File: src/rtl/pe_start_sched.sv
// Wavefront start scheduler: issues cfg_beats advance enables to a chain of PEs,
// with stage i enabled one unstalled cycle after stage i-1, then drains and pulses done.
module pe_start_sched #(
   parameter int NUM_PE    = 4,
   parameter int CNT_WIDTH = 16
) (
   input  logic                 clk,
   input  logic                 reset,
   input  logic                 cfg_valid,
   output logic                 cfg_ready,
   input  logic [CNT_WIDTH-1:0] cfg_beats,
   input  logic                 stall,
   input  logic                 abort,
   output logic [NUM_PE-1:0]    ap_start,
   output logic                 busy,
   output logic                 done,
   output logic [CNT_WIDTH-1:0] beat_cnt
);

   typedef enum logic [1:0] {
      IDLE  = 2'd0,
      RUN   = 2'd1,
      DRAIN = 2'd2,
      DONE  = 2'd3
   } state_t;

   localparam logic [CNT_WIDTH-1:0] CNT_ONE = CNT_WIDTH'(1);

   state_t               state, state_nxt;
   logic [NUM_PE-1:0]    sh, sh_nxt, sh_in;
   logic [CNT_WIDTH-1:0] remaining, remaining_nxt;
   logic [CNT_WIDTH-1:0] beat_cnt_nxt;
   logic                 active;
   logic                 advance;

   // The head of the wavefront is fed by RUN; in DRAIN zeros shift in behind it.
   assign sh_in   = {sh[NUM_PE-2:0], state == RUN};
   assign active  = (state == RUN) || (state == DRAIN);
   assign advance = active && !stall && !abort;

   // In the DRAIN empty-check cycle sh_in is already all zeros, so no extra gating.
   assign ap_start  = advance ? sh_in : '0;
   assign cfg_ready = (state == IDLE);
   assign busy      = (state != IDLE);
   assign done      = (state == DONE);

   always_comb begin
      // NOTE: every target gets a default first so no path can leave it unassigned and infer a latch.
      state_nxt     = state;
      sh_nxt        = sh;
      remaining_nxt = remaining;
      beat_cnt_nxt  = beat_cnt;

      case (state)
         IDLE: begin
            if (cfg_valid) begin
               remaining_nxt = cfg_beats;
               beat_cnt_nxt  = '0;
               sh_nxt        = '0;
               state_nxt     = (cfg_beats != '0) ? RUN : DONE;
            end
         end

         RUN: begin
            if (abort) begin
               sh_nxt    = '0;
               state_nxt = IDLE;
            end else if (!stall) begin
               sh_nxt        = sh_in;
               remaining_nxt = remaining - CNT_ONE;
               beat_cnt_nxt  = beat_cnt + CNT_ONE;
               if (remaining == CNT_ONE) state_nxt = DRAIN;
            end
         end

         DRAIN: begin
            // Emptiness is checked even while stalled: an empty chain has nothing to freeze.
            if (abort) begin
               sh_nxt    = '0;
               state_nxt = IDLE;
            end else if (sh[NUM_PE-2:0] == '0) begin
               state_nxt = DONE;
            end else if (!stall) begin
               sh_nxt = sh_in;
            end
         end

         DONE: state_nxt = IDLE;

         default: state_nxt = IDLE;
      endcase
   end

   always_ff @(posedge clk or negedge reset) begin
      if (!reset) begin
         state     <= IDLE;
         sh        <= '0;
         remaining <= '0;
         beat_cnt  <= '0;
      end else begin
         // NOTE: non-blocking assignments so every register samples the pre-edge values together.
         state     <= state_nxt;
         sh        <= sh_nxt;
         remaining <= remaining_nxt;
         beat_cnt  <= beat_cnt_nxt;
      end
   end

endmodule

File: config.mk
export PLATFORM = sky130hd
export DESIGN_NAME = pe_start_sched
export DESIGN_NICKNAME = d
export VERILOG_FILES = /design/src/rtl/pe_start_sched.sv
export SDC_FILE = /design/constraint.sdc
export NUM_CORES = 1
export LEC_CHECK = 0
export ABC_AREA = 1
export CAP_MARGIN = 20
export CORE_ASPECT_RATIO = 0.6
export CORE_MARGIN = 10
export CORE_UTILIZATION = 53
export CTS_CLUSTER_SIZE = 28
export DETAILED_ROUTE_END_ITERATION = 7
export HOLD_SLACK_MARGIN = 0.1
export PLACE_DENSITY = 0.8
export REMOVE_ABC_BUFFERS = 1
export SLEW_MARGIN = 15
export SYNTH_ARGS = -nofsm -noshare
export SYNTH_HDL_FRONTEND = slang
export SYNTH_SLANG_ARGS = --single-unit
File: constraint.sdc
create_clock -name clk -period 2.1 [get_ports clk]
set_clock_uncertainty 0.05 [all_clocks]
set_input_delay 0.42 -clock clk [delete_from_list [all_inputs] [get_ports clk]]
set_output_delay 0.42 -clock clk [all_outputs]
set_load 0.03 [all_outputs]
**After elaboration in Yosys (flattened, before gate mapping)**

Index checks and enable logic that the tools add are counted.

- Divide/modulo/power cells: 0
- Reduce and logical (&&, ||, !) cells: 14
- Multiplexer cells: 24
- Shift-type cells: 0
- Order comparisons: 0
- Bitwise logic cells: 0
- Multipliers: 0
- Add/sub/neg operators: 2
- Equality and inequality tests: 12

Operators by type and width:

| kind | count |
|---|---|
| 16-bit two-way mux | 6 |
| 16-bit one-hot mux with 2 select lines | 2 |
| 3-bit two-way mux | 6 |
| 16-bit by 1-bit adder with 16-bit output (second input constant) | 1 |
| 16-bit by 1-bit equality test with 1-bit output (second input constant) | 1 |
| 16-bit nonzero test | 1 |
| 16-bit by 1-bit subtractor with 16-bit output (second input constant) | 1 |
| 2-bit two-way mux | 7 |
| 3-bit != test (second input constant) | 3 |
| 3-bit one-hot mux with 3 select lines | 1 |
| 2-bit one-hot mux with 4 select lines | 1 |
| 4-bit AND reduction | 2 |
| 2-bit != test (second input constant) | 3 |
| 3-bit by 2-bit != test with 1-bit output (second input constant) | 2 |
| 5-bit AND reduction | 1 |
| 2-bit equality test (second input constant) | 2 |
| 4-bit two-way mux | 1 |
| 2-bit nonzero test | 2 |
| 3-bit logical NOT | 1 |
| 3-bit nonzero test | 1 |
| 2-bit by 1-bit equality test with 1-bit output (second input constant) | 1 |
| 1-bit logical AND | 2 |
| 1-bit logical NOT | 2 |
| 2-bit logical NOT | 1 |
| 1-bit logical OR | 1 |

- Word-level logic and storage cells: 56
- RAM bits: 0
- Latch bits: 0
- Input port bits: 21
- Register bits: 37
- Output and inout bits: 23
- ROM bits: 0
- Memories: 0

**Logic depth before layout (Yosys ltp)**

Gate-level depths: netlist (run 1).

- Depth in word-level cells: 5
- Gate-level depth with buffers: 10
- Depth with buffers taken out: 10

**Least setup slack after synthesis (run 1)**

OpenSTA, ideal clock, no wires.

- Kind: reg2out
- Start point: register state[1]
- End point: output port ap_start[0]
- Path slack: 160 ps
- Arrival time: 1470 ps
- Stages on the path, launching flop included: 7
- Required time: 1630 ps
- Path buffers: 2
- Path through: dfrtp_1 -> inv_1 -> ha_1 -> inv_2 -> buf_2 -> buf_2 -> nor2_1

- Word-level cells in the longest chain between the ends: 5
- Elaborated cells between the ends (all ways): 6
- Classes of those cells: eq/ne (2); mux (1); reduce/logical (3)

RTL lines:

| element | RTL line | text |
|---|---|---|
| start: declaration | 29 | `state_t state, state_nxt;` |
| start signal: assignment | 102 | `state <= state_nxt;` |
| 2-bit by 1-bit equality test with 1-bit output / 2-bit equality test (equally long branches) | 37, 38 |  |
| 1-bit logical OR | 38 | `assign active = (state == RUN) \|\| (state == DRAIN);` |
| 1-bit logical AND (2 in a row) | 39 | `assign advance = active && !stall && !abort;` |
| 4-bit two-way mux * | 42 | `assign ap_start = advance ? sh_in : '0;` |
| end: declaration | 14 | `output logic [NUM_PE-1:0] ap_start,` |

Mark *: on every way between the ends. The rest lies on a longest branch, timed or not.

**Worst setup path after layout (run 1)**

- Start point: register state[1]
- End point: output port ap_start[2]

- Word-level cells in the longest chain between the ends: 5
- Elaborated cells between the ends (all ways): 6
- Classes of those cells: eq/ne (2); mux (1); reduce/logical (3)

RTL lines:

| element | RTL line |
|---|---|
| 2-bit by 1-bit equality test with 1-bit output / 2-bit equality test (equally long branches) | 38 |
| 1-bit logical OR * | 38 |
| 1-bit logical AND * (2 in a row) | 39 |
| 4-bit two-way mux * | 42 |

Marks and branches as above.

==> impl_metrics.yaml, run 1 <==
status:
  status: "finished, final reports clean"
route:
  wl_per_cell_um: 13.7
  drcViolationCount: 0
  via_per_inst: 5.26
  detail-route-antenna-nets: 0
  num_vias: 2668
  drt-total-wl_um: 6950
  drt_pass1_iterations: 5
  drtIter0Drc: 209
sta:
  tns_ps: 0
  hold_viol: 0
  max_freq_ghz: 0.492
  setup_viol: 0
  maxSlewViolCount: 0
  worst_slew_margin_rel: 0.673
  fin_crit_sh: 0.968
  tightest_slew_ps: 490
  min_period_ps: 2030
logic_synthesis:
  ys_seq_elements: 37
  synth_area_per_cell_sq_um: 6.38
  ys_seq_area_frac: 0.371
  yosysWarnings: 0
  netlist_instances: 391
  syn_area_sq_mm: 0.00249
  synth.distinct_cells: 26
clock_tree:
  clkSinkCount: 37
  cts_root_buf: "clkbuf_8"
  cts_tree: "built"
  numCtsBuffers: 5
  clk_latency_ps: 290
  cts_buffer_depth: 2
  clk_pin_slew_worst_paths_ps: 80
  cts_max_level: 2
power_and_ir_drop:
  power.leakage_uw: 0.00157
  ir_worst_vdd_uv: 927
  p_per_area_mw_per_mm2: 1230
global_routing:
  grt_max_degree: 38
  grt.overflow.total: 0
  grt_pass1_wl_um: 11500
  grt.total_usage: 0.175
  grt_pass1_vias: 2427
  antenna_found_initial: 0
worst_setup_path:
  reg2reg_depth: 9
  startpoint: "state[1]"
  required_ps: 1630
  crit_end: "ap_start[2]"
  rr_startpoint: "state[1]"
  r2r_setup_slack_ps: 210
  endpoint_kind: "primary output"
  r2r-end: "beat_cnt[14]"
  crit_arrival_ps: 1560
  critical_path_class: "reg -> out"
  crit_fanout: 4
  startpoint_type: "flip-flop"
cells_and_area:
  n_antenna_cell: 0
  area_delta_synth_final_pct: 27.6
  fin_nets: 471
  fillers: 388
  drive_gt1_frac: 0.0676
  final_util: 0.698
flow_run:
  max-cap-violations: 0
floorplanning:
  dieArea_sq_mm: 0.00794
  fp.dieW_um: 109
  initial_core_util: 0.547
  die_h_um: 73.1
  core_area_sq_mm: 0.00456
  fp-row-count: 19
  boundaryPins: 44
placed_design:
  hpwl_um: 5250
  port_buffers: 43
  routabilityCongestion: 0.906
hold_path:
  worstHoldPathType: "reg -> reg"
==> how the worst min path moves through the flow <==
stage	end	from	cells past startpoint	slack, ps
floorplan	beat_cnt[0]	reset	0	70
global placement	sh[1]	sh[1]	2	460
detailed placement	sh[1]	sh[1]	2	460
CTS	sh[1]	sh[1]	2	480
global route	sh[0]	sh[0]	2	530
finish	sh[1]	sh[1]	2	480
==> worst max-delay path: stages (launching register included) <==
cell and delay [ps]:
dfrtp_1 410, inv_1 90, ha_1 340, nand3_1 130, nor2_1 130, buf_4 170
==> through the flow <==
stage | instances | setup WS (ps) | total power (uW) | hold WS [ps] | area, sq um
after floorplan | 382 | -481 | 2400 | 74.4 | 2450
after global placement | 497 | 122 | 3080 | 456 | 3030
after detailed placement | 497 | 21.3 | 3120 | 459 | 3030
after CTS | 505 | 32.5 | 3860 | 477 | 3160
after global routing | 507 | -47.4 | 4250 | 529 | 3180
final | 507 | 67.1 | 3920 | 479 | 3180
==> cell usage in the layout (no fill, tap or decap), types with 2 or more instances in the layout <==
cell type,count
nand2_1,118
nand3_1,27
o22ai_1,2
nand3b_1,2
buf_4,14
clkdlybuf4s50_1,36
clkbuf_8,5
dfrtp_1,37
dlygate4sd2_1,2
nand4_1,8
a21oi_1,18
ha_1,6
inv_1,49
inv_2,2
nor2_1,69
bufinv_16,2
o21ai_0,30
nor3_1,3
==> report_power, final <==
part	leakage (uW)	internal, uW	switching, uW
logic	0.00102	737	1310
clock network	0.0000681	472	281
registers	0.000480	920	202
==> cell type report <==
type / instances / area (sq um) / share of cell area
inverters: 51 / 191 / 0.0601
flip-flops and latches: 37 / 926 / 0.291
well taps: 63 / 78.8 / 0.0248
repair buffers: 54 / 515 / 0.162
clock inverters: 3 / 65.1 / 0.0204
clock buffers: 5 / 68.8 / 0.0216
multi-input cells: 294 / 1340 / 0.420
==> registers in the layout, indices dropped and copies added, names as in the netlist <==
register,cells
beat_cnt,16
remaining,16
sh,3
state,2
==> cells by family (layout without fill, tap and decap cells) <==
kind of cell,after synthesis,in the layout,share of synthesized area
buffers and inverters,60,113,0.0953
AOI/OAI and AO/OA,57,57,0.122
DFF,37,37,0.371
and+or+nand+nor,230,230,0.377
adders and majority gates,7,7,0.0351
==> cells in the mapped netlist <==
| library cell | instances | area share |
|---|---|---|
| nand2_1 | 118 | 0.18 |
| clkbuf_1 | 1 | 0.0015 |
| nand3b_1 | 2 | 0.0060 |
| a21o_1 | 1 | 0.0030 |
| a211oi_1 | 1 | 0.0030 |
| nand3_2 | 1 | 0.0040 |
| o21ai_0 | 30 | 0.060 |
| buf_4 | 1 | 0.0030 |
| buf_2 | 7 | 0.014 |
| a22oi_1 | 1 | 0.0030 |
| nor2_1 | 69 | 0.10 |
| o21ai_2 | 1 | 0.0035 |
| o21ai_1 | 1 | 0.0020 |
| nand2_2 | 1 | 0.0025 |
| nor3_1 | 3 | 0.0060 |
| ha_1 | 7 | 0.035 |
| a21oi_1 | 18 | 0.036 |
| nand4_1 | 8 | 0.020 |
| inv_1 | 49 | 0.074 |
| nand3_1 | 27 | 0.054 |
| o21bai_1 | 1 | 0.0030 |
| inv_2 | 2 | 0.0030 |
| nor2_2 | 1 | 0.0025 |
| o22ai_1 | 2 | 0.0050 |
| o211ai_1 | 1 | 0.0030 |
| dfrtp_1 | 37 | 0.37 |
==> what timing repair did <==
| action | 4_1_cts | 5_1_grt |
|---|---|---|
| hold endpoints to repair | 0 | 0 |
| gates resized for setup | 2 | 3 |
| setup buffers | 0 | 2 |
| endpoints found under the setup margin | 2 | 13 |
| hold buffers | 0 | 0 |
==> routing by layer <==
metal,vias to the layer above,global-route usage,routed length [um]
met1,1216,0.257,3400
met2,104,0.251,2850
met3,6,0.0476,638
met5,-,0,0
li1,1342,-,-
met4,0,0.0320,55
Note: power is estimated with default switching activity, not from simulation.
==> run 2: changes to the inputs <==
--- a/config.mk
+++ b/config.mk
@@ -7,9 +7,12 @@
 export LEC_CHECK = 0
 export ABC_AREA = 1
 export CAP_MARGIN = 20
+export CELL_PAD_IN_SITES_DETAIL_PLACEMENT = 1
+export CELL_PAD_IN_SITES_GLOBAL_PLACEMENT = 1
 export CORE_ASPECT_RATIO = 0.6
 export CORE_MARGIN = 10
-export CORE_UTILIZATION = 53
+export CORE_UTILIZATION = 37
+export CTS_BUF_LIST = sky130_fd_sc_hd__clkbuf_4 sky130_fd_sc_hd__clkbuf_8 sky130_fd_sc_hd__clkbuf_16
 export CTS_CLUSTER_SIZE = 28
 export DETAILED_ROUTE_END_ITERATION = 7
 export HOLD_SLACK_MARGIN = 0.1
==> run 2 against run 1 <==
Compared with the run above: global-route usage down 0.92 points; core utilization down 21 points; maximum frequency up 1.7%; register-to-register slack worse by 60 ps; sequential power about the same; worst hold slack better by 11 ps; combinational power up 4%; final cell count up 4.9%; critical path depth up 1; non-clock buffer count up 2; cell area up 2.2%; die area up 33%; critical path type unchanged; critical endpoint is now ap_start[0]; largest cell class unchanged.
==> impl_metrics.yaml, run 2 (same netlist as run 1, synthesis figures left out) <==
power_and_ir_drop:
  p_per_area_mw_per_mm2: 1250
  swShare: 0.471
  internal_power_uw: 2140
  power_frac_comb: 0.529
  p_seq_frac: 0.283
  clockPowerShare: 0.189
  power.leakage_uw: 0.00158
  switchingPower_uw: 1910
  ir_worst_vdd_uv: 750
placed_design:
  placed_cells_incl_taps: 524
  routabilityCongestion: 0.851
  port_buffers: 43
  placed_area_sq_mm: 0.00307
  hpwl_um: 6990
global_routing:
  grt_pass1_wl_um: 14800
  grt.overflow.total: 0
  antenna_found_initial: 0
  grt_pass1_vias: 2964
  grt_max_degree: 22
  grt.total_usage: 0.166
worst_setup_path:
  crit_fanout: 19
  required_ps: 1630
  endpoint_kind: "primary output"
  crit_arrival_ps: 1530
  startpoint_type: "flip-flop"
  critical_path_class: "reg -> out"
  r2r_setup_slack_ps: 150
floorplanning:
  dieArea_sq_mm: 0.0105
  fp.dieW_um: 126
  initial_core_util: 0.377
  core_area_sq_mm: 0.00662
  fp-row-count: 23
  boundaryPins: 44
  die_h_um: 83.6
clock_tree:
  numCtsBuffers: 5
  clkSinkCount: 37
  cts_max_level: 2
  cts_root_buf: "clkbuf_16"
  cts_tree: "built"
  clk_latency_ps: 280
  clk_pin_slew_worst_paths_ps: 60
  cts_buffer_depth: 2
route:
  drtIter0Drc: 177
  num_vias: 2735
  detail-route-antenna-nets: 0
  drt-total-wl_um: 8630
  wl_per_cell_um: 16.2
  drt_pass1_iterations: 4
  via_per_inst: 5.14
  drcViolationCount: 0
sta:
  min_period_ps: 2000
  fin_crit_sh: 0.952
  hold_viol: 0
  tns_ps: 0
  tightest_slew_ps: 452
  worst_slew_margin_rel: 0.698
  setup_viol: 0
  max_freq_ghz: 0.500
  maxSlewViolCount: 0
  rsz0062_at_grt: "yes"
  whs_ps: 489
flow_run:
  max-cap-violations: 0
cells_and_area:
  n_antenna_cell: 0
  area_delta_synth_final_pct: 30.5
  fillers: 908
  layout_commonest_cell: "nand2_1"
  multi_input_area_sq_mm: 0.00135
  drive_gt1_frac: 0.0787
  fin_area_sq_mm: 0.00326
  fin_nets: 473
  register_area_sq_um: 927
  reg.largest.list: "beat_cnt x16, remaining x16, sh x3"
  final_cells: 532
  final_cell_mix: "nand2_1, nor2_1, inv_1"
status:
  status: "finished, final reports clean"
hold_path:
  worstHoldPathType: "reg -> reg"
run 2: cell type report:
| class | count | area share |
|---|---|---|
| multi-input cells | 294 | 0.414 |
| flip-flops and latches | 37 | 0.285 |
| repair buffers | 56 | 0.163 |
| inverters | 51 | 0.0596 |
| clock buffers | 7 | 0.0450 |
| well taps | 87 | 0.0334 |
run 2: worst paths after layout:
kind                           from            end  cells past startpoint
max in group asynchronous     reset    beat_cnt[5]                      3
max reg2reg                state[1]    beat_cnt[6]                      9
max                        state[1]    ap_start[0]                      6
min                           sh[1]          sh[1]                      2
min reg2reg                   sh[1]          sh[1]                      2
min in group asynchronous     reset  remaining[10]                      2
run 2: power by group through the flow:
stage,Combinational (uW),Sequential [uW],Clock [uW]
after floorplan,1280,1120,0
after detailed placement,2110,1150,0
after CTS,2120,1130,776
after global routing,2420,1170,816
final,2140,1150,765
after global placement,2010,1130,0
run 2: critical path: stages (launching register included):
cell	delay (ps)
dfrtp_1	420
inv_2	100
ha_4	170
inv_2	50
buf_4	200
nor2_1	130
buf_4	170
run 2: per-stage QoR:
stage / worst slack, ps / utilization / power, uW
finish: 101 / 0.492 / 4060
global route: -22.9 / 0.492 / 4410
CTS: -0.777 / 0.488 / 4030
detailed placement: 61.7 / 0.464 / 3250
global placement: 122 / 0.464 / 3150
floorplan: -481 / - / 2400
run 2: what timing repair did:
item | CTS | global route
resized for setup | 2 | 7
hold endpoints to repair | 16 | 0
endpoints found under the setup margin | 2 | 3
setup buffers | 0 | 0
pin swaps | 0 | 0
hold buffers | 1 | 0
run 2: per-layer routing:
| layer | part of all wire | routed length, um | GRT usage |
|---|---|---|---|
| met1 | 0.51 | 4360 | 0.227 |
| met2 | 0.44 | 3800 | 0.259 |
| met3 | 0.050 | 430 | 0.0406 |
| met4 | 0.0051 | 44 | 0.0299 |
| met5 | 0 | 0 | 0 |
==> run 3: changes to the inputs <==
--- a/config.mk
+++ b/config.mk
@@ -6,17 +6,18 @@
 export NUM_CORES = 1
 export LEC_CHECK = 0
 export ABC_AREA = 1
+export ABC_CLOCK_PERIOD_IN_PS = 1720
 export CAP_MARGIN = 20
 export CELL_PAD_IN_SITES_DETAIL_PLACEMENT = 1
 export CELL_PAD_IN_SITES_GLOBAL_PLACEMENT = 1
 export CORE_ASPECT_RATIO = 0.6
 export CORE_MARGIN = 10
-export CORE_UTILIZATION = 37
+export CORE_UTILIZATION = 33
 export CTS_BUF_LIST = sky130_fd_sc_hd__clkbuf_4 sky130_fd_sc_hd__clkbuf_8 sky130_fd_sc_hd__clkbuf_16
 export CTS_CLUSTER_SIZE = 28
 export DETAILED_ROUTE_END_ITERATION = 7
 export HOLD_SLACK_MARGIN = 0.1
-export PLACE_DENSITY = 0.8
+export PLACE_DENSITY = 0.76
 export REMOVE_ABC_BUFFERS = 1
 export SLEW_MARGIN = 15
 export SYNTH_ARGS = -nofsm -noshare
==> constraint.sdc (replaced) <==
create_clock -name clk -period 1.72 [get_ports clk]
set_clock_uncertainty 0.05 [all_clocks]
set_input_delay 0.344 -clock clk [delete_from_list [all_inputs] [get_ports clk]]
set_output_delay 0.344 -clock clk [all_outputs]
set_load 0.03 [all_outputs]
==> run 3 against run 2 <==
Compared with the run above: the flow now finishes with violations (setup timing); worst hold slack is essentially flat; flip-flop and latch count is the same; clock-buffer cell count shrank 2; via count grew 5.0%; routed wire length grew 12%; worst setup slack lost 230 ps; cell area grew 14%; combinational power grew 67%; global-route usage shrank 0.43 points; sequential share of layout area shrank 3.5 points; power grew 45%; critical endpoint unchanged; largest power group unchanged; highest routed layer unchanged.
==> impl_metrics.yaml, run 3 (same netlist as run 1, synthesis figures left out) <==
status:
  violations: "setup timing"
  status: "finished, violations left"
route:
  top_layer: "met4"
  wl_per_cell_um: 16.7
  dr_wl_met2_um: 4430
  via_per_inst: 4.97
  drtIter0Drc: 170
  drt-total-wl_um: 9650
  wl_met3_um: 369
  num_vias: 2871
  drt_pass1_iterations: 4
  detail-route-antenna-nets: 0
  m1WireLength_um: 4770
  drcViolationCount: 0
sta:
  max_freq_ghz: 0.540
  rsz0062_at_grt: "yes"
  setup_viol: 10
  tightest_slew_ps: 521
  min_period_ps: 1850
  maxSlewViolCount: 0
  setup_ws_ps: -130
  worst_slew_margin_rel: 0.653
  hold_viol: 0
  whs_ps: 490
  fin_crit_sh: 1.08
global_routing:
  grt_max_degree: 38
  grt.total_usage: 0.162
  grt.overflow.total: 0
  antenna_found_initial: 0
  grt_pass1_vias: 2950
  grt_pass1_wl_um: 15300
power_and_ir_drop:
  finalPower_uw: 5900
  internal_power_uw: 3130
  clockPowerShare: 0.161
  p_per_area_mw_per_mm2: 1590
  p_seq_frac: 0.234
  ir_worst_vdd_uv: 677
  swShare: 0.469
  switchingPower_uw: 2770
  power.leakage_uw: 0.00181
  power_frac_comb: 0.605
worst_setup_path:
  r2r-end: "beat_cnt[3]"
  reg2reg_depth: 9
  crit_arrival_ps: 1460
  required_ps: 1330
  endpoint_kind: "primary output"
  startpoint: "stall"
  r2r_setup_slack_ps: -80
  critical_path_class: "in -> out"
  rr_startpoint: "state[0]"
  crit_fanout: 3
  startpoint_type: "primary input"
floorplanning:
  boundaryPins: 44
  die_h_um: 87.4
  initial_core_util: 0.342
  core_area_sq_mm: 0.00730
  dieArea_sq_mm: 0.0116
  fp-row-count: 24
  fp.dieW_um: 132
hold_path:
  min_to: "beat_cnt[4]"
  hold_depth: 2
  hp-start: "beat_cnt[4]"
  worstHoldPathType: "reg -> reg"
cells_and_area:
  area_delta_synth_final_pct: 48.5
  drive_gt1_frac: 0.192
  layout_commonest_cell: "nand2_1"
  final_cell_mix: "nand2_1, nor2_1, inv_1"
  fin_nets: 501
  reg.largest.list: "beat_cnt x16, remaining x16, sh x3"
  fillers: 951
  n_antenna_cell: 0
clock_tree:
  cts_tree: "built"
  clk_latency_ps: 290
  cts_root_buf: "clkbuf_16"
  numCtsBuffers: 5
  clkSinkCount: 37
  cts_max_level: 2
  cts_buffer_depth: 2
  clk_pin_slew_worst_paths_ps: 60
flow_run:
  max-cap-violations: 0
placed_design:
  port_buffers: 43
  hpwl_um: 6870
  routabilityCongestion: 0.852
==> run 3: cell types whose count changed in the layout (fill, tap and decap cells not counted), sizes merged <==
| cell | before | now |
|---|---|---|
| buf | 18 | 48 |
| clkbuf | 7 | 5 |
| clkinvlp | 0 | 1 |
| dlymetal6s2s | 1 | 0 |
| clkdlybuf4s50 | 35 | 19 |
| dlygate4sd2 | 1 | 16 |
| clkinv | 0 | 2 |
==> run 3: critical path, cell delays in order <==
cell             delay, ps
clkdlybuf4s50_1        440
buf_4                  170
inv_1                  140
nand3_4                120
nor2_4                 110
buf_6                  130
==> run 3: repair_timing <==
item | 4_1_cts | 5_1_grt
setup endpoints to repair | 30 | 40
gates resized for setup | 33 | 49
pin swaps | 4 | 9
setup buffers | 8 | 2
hold buffers | 1 | 0
endpoints found under the hold margin | 37 | 0
==> run 3: layer usage <==
metal,vias up,GRT usage
met5,-,0
met4,0,0.0507
met3,6,0.0323
met2,43,0.254
met1,1411,0.220
li1,1411,-
==> run 3: per-stage QoR <==
stage               setup WS (ps)  utilization  area (sq um)  std cells  setup TNS (ps)
finish                       -130        0.508          3710        578            -617
global route                 -195        0.508          3710        578           -2570
CTS                          -114        0.479          3500        576            -444
detailed placement           -174        0.445          3240        560           -2060
global placement             -107        0.445          3240        560            -916
floorplan                    -861            -          2450        382          -21070
==> run 3: power groups by stage <==
stage / logic (uW) / clock network, uW / registers (uW)
floorplan: 1570 / 0 / 1360
global placement: 2770 / 0 / 1370
detailed placement: 2870 / 0 / 1380
CTS: 3130 / 945 / 1370
global route: 3940 / 996 / 1420
finish: 3570 / 946 / 1380
==> run 3: cell type report <==
cell class	count	area (sq um)	area share
clock buffer	5	125	0.0338
clock inverter	3	17.5	0.00473
inverter	51	196	0.0530
multi-input combinational	294	1530	0.413
sequential	37	926	0.250
tap	104	130	0.0351
timing repair buffer	84	779	0.210
==> run 3: worst max-delay path by stage <==
stage                   endpoint  slack [ps]  cells past startpoint
floorplan           remaining[9]        -860                      9
global placement    beat_cnt[12]        -110                      7
detailed placement   beat_cnt[9]        -170                      9
CTS                  ap_start[1]        -110                      5
global route         beat_cnt[9]        -190                     10
finish               ap_start[0]        -130                      6
